## config.mk

```make
export PLATFORM = sky130hd
export DESIGN_NAME = dst_signature_collector
export DESIGN_NICKNAME = d
export VERILOG_FILES = /design/src/rtl/dst_signature_collector.sv
export SDC_FILE = /design/constraint.sdc
export NUM_CORES = 1
export LEC_CHECK = 0
export ABC_AREA = 1
export BUFFER_PORTS_ARGS = -buffer_cell sky130_fd_sc_hd__clkbuf_2
export CAP_MARGIN = 5
export CORE_UTILIZATION = 58
export CTS_BUF_LIST = sky130_fd_sc_hd__clkbuf_16
export DETAILED_ROUTE_END_ITERATION = 8
export PLACE_DENSITY = 0.79
export SETUP_SLACK_MARGIN = 0.5
export SLEW_MARGIN = 20
export SYNTH_ARGS = -nofsm -noshare
export SYNTH_HDL_FRONTEND = slang
export SYNTH_SLANG_ARGS = --single-unit
```

## constraint.sdc

```tcl
create_clock -name clk -period 3.21 [get_ports clk]
set_input_delay 0.642 -clock clk [delete_from_list [all_inputs] [get_ports clk]]
set_output_delay 0.642 -clock clk [all_outputs]
set_load 0.02 [all_outputs]
```

## src/rtl/dst_signature_collector.sv

```systemverilog
// dst_signature_collector: registers dst, folds a capture window into a MISR signature and shifts it out serially.
// Optional SIG_PARALLEL_EN adds the sig_par port holding the final signature.
module dst_signature_collector #(
   parameter int                   DST_WIDTH   = 36,
   parameter int                   SIG_WIDTH   = 32,
   parameter logic [SIG_WIDTH-1:0] POLY        = SIG_WIDTH'(32'h04C11DB7),
   parameter logic [SIG_WIDTH-1:0] SEED        = SIG_WIDTH'(32'hFFFFFFFF),
   parameter int                   WARMUP      = 31,
   parameter int                   CAPTURE_LEN = 64
) (
   input  logic                 clk,
   input  logic                 rst,
   input  logic                 start,
   input  logic [DST_WIDTH-1:0] dst,
   output logic                 busy,
   output logic                 sig_out,
   output logic                 sig_valid,
   input  logic                 sig_ready,
   output logic                 done
`ifdef SIG_PARALLEL_EN
   ,
   output logic [SIG_WIDTH-1:0] sig_par
`endif
);
   localparam int NCH     = (DST_WIDTH + SIG_WIDTH - 1) / SIG_WIDTH;
   localparam int CNT_MAX = WARMUP > CAPTURE_LEN ? WARMUP : CAPTURE_LEN;
   localparam int CW      = CNT_MAX > 1 ? $clog2(CNT_MAX) : 1;
   localparam int BW      = $clog2(SIG_WIDTH);
   localparam logic [CW-1:0] WARM_LAST = CW'(WARMUP - 1);
   localparam logic [CW-1:0] CAP_LAST  = CW'(CAPTURE_LEN - 1);
   typedef enum logic [2:0] {S_IDLE, S_WARM, S_ACCUM, S_SHIFT, S_DONE} state_t;
   state_t                   r_state, w_next;
   logic [DST_WIDTH-1:0]     r_dst_q;
   logic [SIG_WIDTH-1:0]     r_misr, w_fold, w_misr_next;
   logic [NCH*SIG_WIDTH-1:0] w_pad;
   logic [CW-1:0]            r_cnt;
   logic [BW-1:0]            r_bit_idx;
   logic                     r_arm, w_start, w_warm_last, w_cap_last, w_last_bit;
   // r_arm stays low for the first edge after reset release so a start there is ignored
   assign w_start     = start && r_arm && r_state == S_IDLE;
   assign w_warm_last = r_cnt == WARM_LAST;
   assign w_cap_last  = r_cnt == CAP_LAST;
   assign w_last_bit  = sig_ready && r_bit_idx == '0;
   assign w_pad       = (NCH*SIG_WIDTH)'(r_dst_q);
   always_comb begin
      w_fold = '0;
      for (int i = 0; i < NCH; i++)
         w_fold = w_fold ^ w_pad[i*SIG_WIDTH +: SIG_WIDTH];
   end
   assign w_misr_next = {r_misr[SIG_WIDTH-2:0], 1'b0} ^ (r_misr[SIG_WIDTH-1] ? POLY : '0) ^ w_fold;
   always_comb begin
      w_next    = r_state;
      busy      = r_state != S_IDLE;
      sig_valid = r_state == S_SHIFT;
      sig_out   = r_state == S_SHIFT ? r_misr[r_bit_idx] : 1'b0;
      done      = r_state == S_DONE;
      case (r_state)
         S_IDLE:  if (w_start) w_next = WARMUP == 0 ? S_ACCUM : S_WARM;
         S_WARM:  if (w_warm_last) w_next = S_ACCUM;
         S_ACCUM: if (w_cap_last) w_next = S_SHIFT;
         S_SHIFT: if (w_last_bit) w_next = S_DONE;
         default: w_next = S_IDLE;
      endcase
   end
   always_ff @(posedge clk or posedge rst)
      if (rst) r_state <= S_IDLE;
      else r_state <= w_next;
   always_ff @(posedge clk or posedge rst) begin
      if (rst) begin
         r_dst_q   <= '0;
         r_misr    <= '0;
         r_cnt     <= '0;
         r_bit_idx <= '0;
         r_arm     <= 1'b0;
      end else begin
         r_dst_q <= dst;
         r_arm   <= 1'b1;
         case (r_state)
            S_IDLE:  if (w_start) begin
               r_misr <= SEED;
               r_cnt  <= '0;
            end
            S_WARM:  r_cnt <= w_warm_last ? '0 : r_cnt + 1'b1;
            S_ACCUM: begin
               r_misr    <= w_misr_next;
               r_cnt     <= w_cap_last ? '0 : r_cnt + 1'b1;
               r_bit_idx <= w_cap_last ? BW'(SIG_WIDTH - 1) : r_bit_idx;
            end
            S_SHIFT: if (sig_ready && r_bit_idx != '0) r_bit_idx <= r_bit_idx - 1'b1;
            default: ;
         endcase
      end
   end
`ifdef SIG_PARALLEL_EN
   logic [SIG_WIDTH-1:0] r_sig_par;
   always_ff @(posedge clk or posedge rst)
      if (rst) r_sig_par <= '0;
      else if (r_state == S_SHIFT && w_last_bit) r_sig_par <= r_misr;
   assign sig_par = r_sig_par;
`endif
endmodule
```

* Yosys cells after proc, flatten, opt, wreduce, memory -nomap -nowiden
Index checks and enable logic that the tools add are counted.
Widths: inputs -> output; s select.
** Operators by class
- $add $sub $neg :: 2
- Magnitude comparators :: 1
- Equality and inequality tests :: 11
- Muxes and demuxes :: 18
- Bitwise logic cells :: 3
- Reduce and logical (&&, ||, !) cells :: 15
** Operator list (number)
- $pmux 32 s2 :: 1
- $mux 32 :: 1
- $xor 32x27->32 :: 1
- $xor 32x32->32 :: 1
- $xor 32x4->32 :: 1
- $mux 27 :: 1
- $mux 6 :: 3
- $pmux 6 s3 :: 1
- $mux 3 :: 4
- $pmux 3 s4 :: 1
- $mux 5 :: 2
- $pmux 5 s2 :: 1
- $add 6x1->6 const B :: 1
- $eq 3x2->1 const B :: 2
- $eq 6x5->1 const B :: 1
- $eq 6x6->1 const B :: 1
- $lt 5x6->1 const B :: 1
- $ne 2x2->1 const B :: 3
- $reduce_bool 3->1 :: 2
- $bmux 1 s5 :: 1
- $logic_not 5->1 :: 1
- $reduce_bool 5->1 :: 1
- $sub 5x1->5 const B :: 1
- $logic_and 1x1->1 :: 4
- other kinds (9) :: 13
** Storage, ports and cells
- Bits in registers :: 83
- Logic and storage cells :: 56

* Longest topological paths before layout
- Word-level depth :: 4
- Mapped depth :: 9
- Mapped depth without buffers :: 9

* Worst setup path before layout
OpenSTA, ideal clock, no wires.
- Path type :: reg-to-output
- From :: register r_state[0]
- To :: output port sig_out
- Data arrival time :: 1.409 ns
- Data required time :: 2.568 ns
- Path slack :: 1.159 ns
- Stages on the path, launching flop included :: 5
- Buffers on the path :: 0
- Cell sequence :: dfrtp_1 -> inv_1 -> nor3_2 -> inv_1 -> a21oi_1
** Between the ends
- Longest elaborated chain between the ends :: 2
** RTL lines
- from (decl) :: RTL line 32 : state_t r_state, w_next;
- from (signal assigned) :: RTL line 67 : else r_state <= w_next;
- $eq 3x2->1
- named net sig_valid :: RTL line 17 : output logic sig_valid,
- $mux 1 :: RTL line 55 : sig_out = r_state == S_SHIFT ? r_misr[r_bit_idx] : 1'b0;
- to (decl) :: RTL line 16 : output logic sig_out,
The timed path passes the listed nets, and every way through them passes these cells.

* Worst setup path in the final report
- From :: register r_bit_idx[0]
- To :: output port sig_out
** Between the ends
- Longest elaborated chain between the ends :: 3
** RTL lines
- from (decl) :: RTL line 37 : logic [BW-1:0] r_bit_idx;
- from (signal assigned) :: RTL line 87 : r_bit_idx <= w_cap_last ? BW'(SIG_WIDTH - 1) : r_bit_idx;
- from (signal assigned) :: RTL line 89 : S_SHIFT: if (sig_ready && r_bit_idx != '0) r_bit_idx <= r_bit_idx - 1'b1;
- $bmux 1 s5 :: RTL line 55
- $mux 1 (not written as such) :: RTL line 55
- $mux 1 :: RTL line 55
Every way passes these cells. The select of a mux whose other input is x is not followed.

==> qor.csv <==
stage,metric,value,unit
synth,Synth area leaders,"dfrtp_1 (55%), xor2_1 (7.2%), nand2_1 (6.7%)",
routing,DRC violations left,0,
worst_setup_path,"most used cell, CP",nand3_1,
floorplan,boundary pin count,44,
sta,Worst Skew,0.006601,ns
routing,average wire per standard cell,14.24,um
sta,Slew Limit Fails,0,
routing,Detailed Route WL,7.232,mm
clock_tree,clock latency on the worst-skew pair,0.33,ns
worst_setup_path,Crit Path Class,reg2out,
routing,detailed-router iteration count before antenna repair,4,
sta,Setup Total Neg Slack,0,ns
layout,fillers,445,
synth,Synthesized Nets,423,
synth,"count leader, synth",dfrtp_1,
worst_setup_path,worst path cell trace,buf_4 > nand2_1 > o21ai_1 > nand3_1 > nand3_1 > nand3_1 > a21oi_1 > clkbuf_2,
place,placed inst area,4025,sq um
layout,area of the multi-input gates,1441,sq um
routing,vias post-DR,2686,
worst_setup_path,WP data arrival,1.91,ns
sta,Worst Tran Pin Value,0.7452,ns
worst_setup_path,crit-path max cell delay,0.49,ns
layout,FF+latch area,2078,sq um
synth,Synth top area share,0.5543,
synth,Yosys cell types,32,
place,GP Congestion,0.8801,
worst_setup_path,CP Max Fanout,12,
floorplan,Starting Density,0.6183,
status,status,finished clean,
clock_tree,H-tree depth,3,
worst_setup_path,Worst setup SP type,register,
clock_tree,total clock sinks,83,
floorplan,Die Ht,82.38,um
sta,final hold vios,0,
place,Buffers on Ports,43,
synth,register area share after synthesis,0.5543,
layout,share of cells above drive strength 1,0.1963,
pwr,Peak VDD IR,0.0006761,V
pwr,LEAKAGE,2.082,nW
pwr,pwr/cell area,1029,nW/um^2
grt,largest net degree at the start of global routing,50,
sta,f_max,392.1,MHz
floorplan,die area,6786,sq um
clock_tree,clk slew on worst S/H paths,0.06,ns
sta,count of final setup violators,0,
layout,"Design Area, Final",4383,sq um
worst_setup_path,cell at the slowest stage of the critical path,dfrtp_2,
sta,Slew HR,0.5022,
floorplan,Core Area,6061,sq um
synth,#FFs+latches synth,83,
clock_tree,root buf cell,clkbuf_16,
sta,Period minus WS final,2.550,ns
place,Post-DP HPWL,4.717,mm
layout,Area growth syn-to-layout,16.96,%
layout,antenna diode count,0,
run,max_cap viols,0,
layout,final net count,472,
grt,first-pass GRT wire length,11.76,mm
worst_setup_path,Crit. End Element,output port,
clock_tree,cts hold-fix bufs,0,
synth,post-synthesis async set-or-reset flop share,1.000,
grt,vias in the first global route,2580,
grt,grt total ovfl,0,
synth,Syn Inst Count,380,
synth,Yosys Warn Count,0,
worst_setup_path,Critical Path RT,2.57,ns
synth,Main synth FF type,dfrtp_1,
synth,Yosys top cell by area,dfrtp_1,
grt,Total Routing Usage GR,0.2416,
clock_tree,Bufs on Longest Clock Path,2,
synth,Synth top cells by count,"dfrtp_1 (83), nand2_1 (67), inv_1 (38)",
routing,antenna-violating nets left,0,
synth,Syn Area/Cell,9.861,sq um
routing,Vias/cell,5.287,
clock_tree,TritonCTS clock tree,built,
synth,Mapped Area,3747,sq um
sta,period utilisation layout,0.7945,
clock_tree,cts bufs inserted,9,
synth,number of flops mapped to enable cells by yosys,0,
floorplan,Cell Rows,28,
floorplan,Die W,82.38,um
routing,initial drt markers,183,
grt,initial antenna violation count,0,
worst_hold_path,worst hold path type,in2reg,
sta,unrepaired setup endpoints after global routing,false,
[critical path: cells and delay by family (launching register included)]
kind,cells,cell delay [ns]
compound gates,2,0.31
flops,1,0.49
buf+inv,2,0.44
simple gates,4,0.33
[cell type report]
class,instances,area share
tap,75,0.02141
inverter,41,0.03683
timing repair inverter,1,0.001142
sequential,83,0.4742
clock buffer,9,0.05138
clock inverter,6,0.02398
multi-input combinational,244,0.3289
timing repair buffer,49,0.06223
[through the flow]
stage	instances	power, mW	hold WS (ns)	setup slack (ns)	util
after floorplan	380	2.968	0.4827	1.159	-
after global placement	490	3.253	0.5030	0.9367	0.6641
after detailed placement	490	3.306	0.5105	0.8810	0.6641
after CTS	505	4.495	0.4042	0.5870	0.7192
after global routing	508	4.819	0.3976	0.5070	0.7232
final	508	4.509	0.4126	0.6596	0.7232
[report_power, final]
group	total (mW)	switching, mW	leakage (nW)	internal (mW)
combinational	1.73	1.04	0.977	0.688
clock	1.13	0.384	0.165	0.750
sequential	1.65	0.327	0.940	1.32
total	4.51	1.75	2.08	2.76
[layout by cell type (no fill, tap or decap), types with 2 or more instances in the layout]
cell type   instances
nand3_1            26
clkinvlp_4          2
bufinv_16           3
clkinv_2            3
nand2_2             2
a21oi_1            25
nor2_1             22
a22oi_1             2
o22ai_1            16
clkbuf_16           9
nor3_1              3
nand2_4             2
o21ai_0             4
buf_4               5
inv_2               3
nor2_2              2
nand2_1            67
ha_1                3
xor2_1             31
inv_1              36
xnor2_1            20
nand4_1             3
o21ai_1             6
dfrtp_1            82
clkbuf_2           43
[repair_timing]
action	4_1_cts	5_1_grt
endpoints found under the setup margin	1	1
buffers inserted	0	2
gates cloned	0	1
gates resized for setup	1	3
[worst paths after layout]
path	from	end	slack, ns	cells after the start
worst max register to register	r_bit_idx[0]	r_bit_idx[0]	1.26	7
worst max-delay path	r_bit_idx[0]	sig_out	0.66	8
worst min register to register	r_state[1]	r_state[1]	0.53	2
max in group asynchronous	rst	r_bit_idx[0]	2.11	3
worst min-delay path	dst[9]	r_dst_q[9]	0.41	1
min in group asynchronous	rst	r_dst_q[8]	0.42	2
[layer usage]
layer,routed length (um),up-vias,GRT usage,share of wire
met1,3247,1299,0.2961,0.45
met3,280,9,0.07363,0.039
met4,70,0,0.07018,0.0097
li1,-,1316,-,-
met2,3633,62,0.4107,0.50
met5,0,-,0,0
[kinds of logic (layout without fill, tap and decap cells)]
kind of cell,Yosys count,in the layout,share of synthesized area
DFF,83,83,0.5543
xor gates and xnor gates,51,51,0.1192
adders and majority gates,3,3,0.01002
AOI/OAI and AO/OA,55,55,0.08381
and+or+nand+nor,134,134,0.1699
buffers and inverters,53,106,0.06177
other,1,1,0.001001
[sequential cells by signal, summed over array words and instances, names as in the netlist]
name	cells
r_state	3
r_cnt	6
r_dst_q	36
r_bit_idx	5
r_misr	32
r_arm	1
Note: power is estimated with default switching activity, not from simulation.
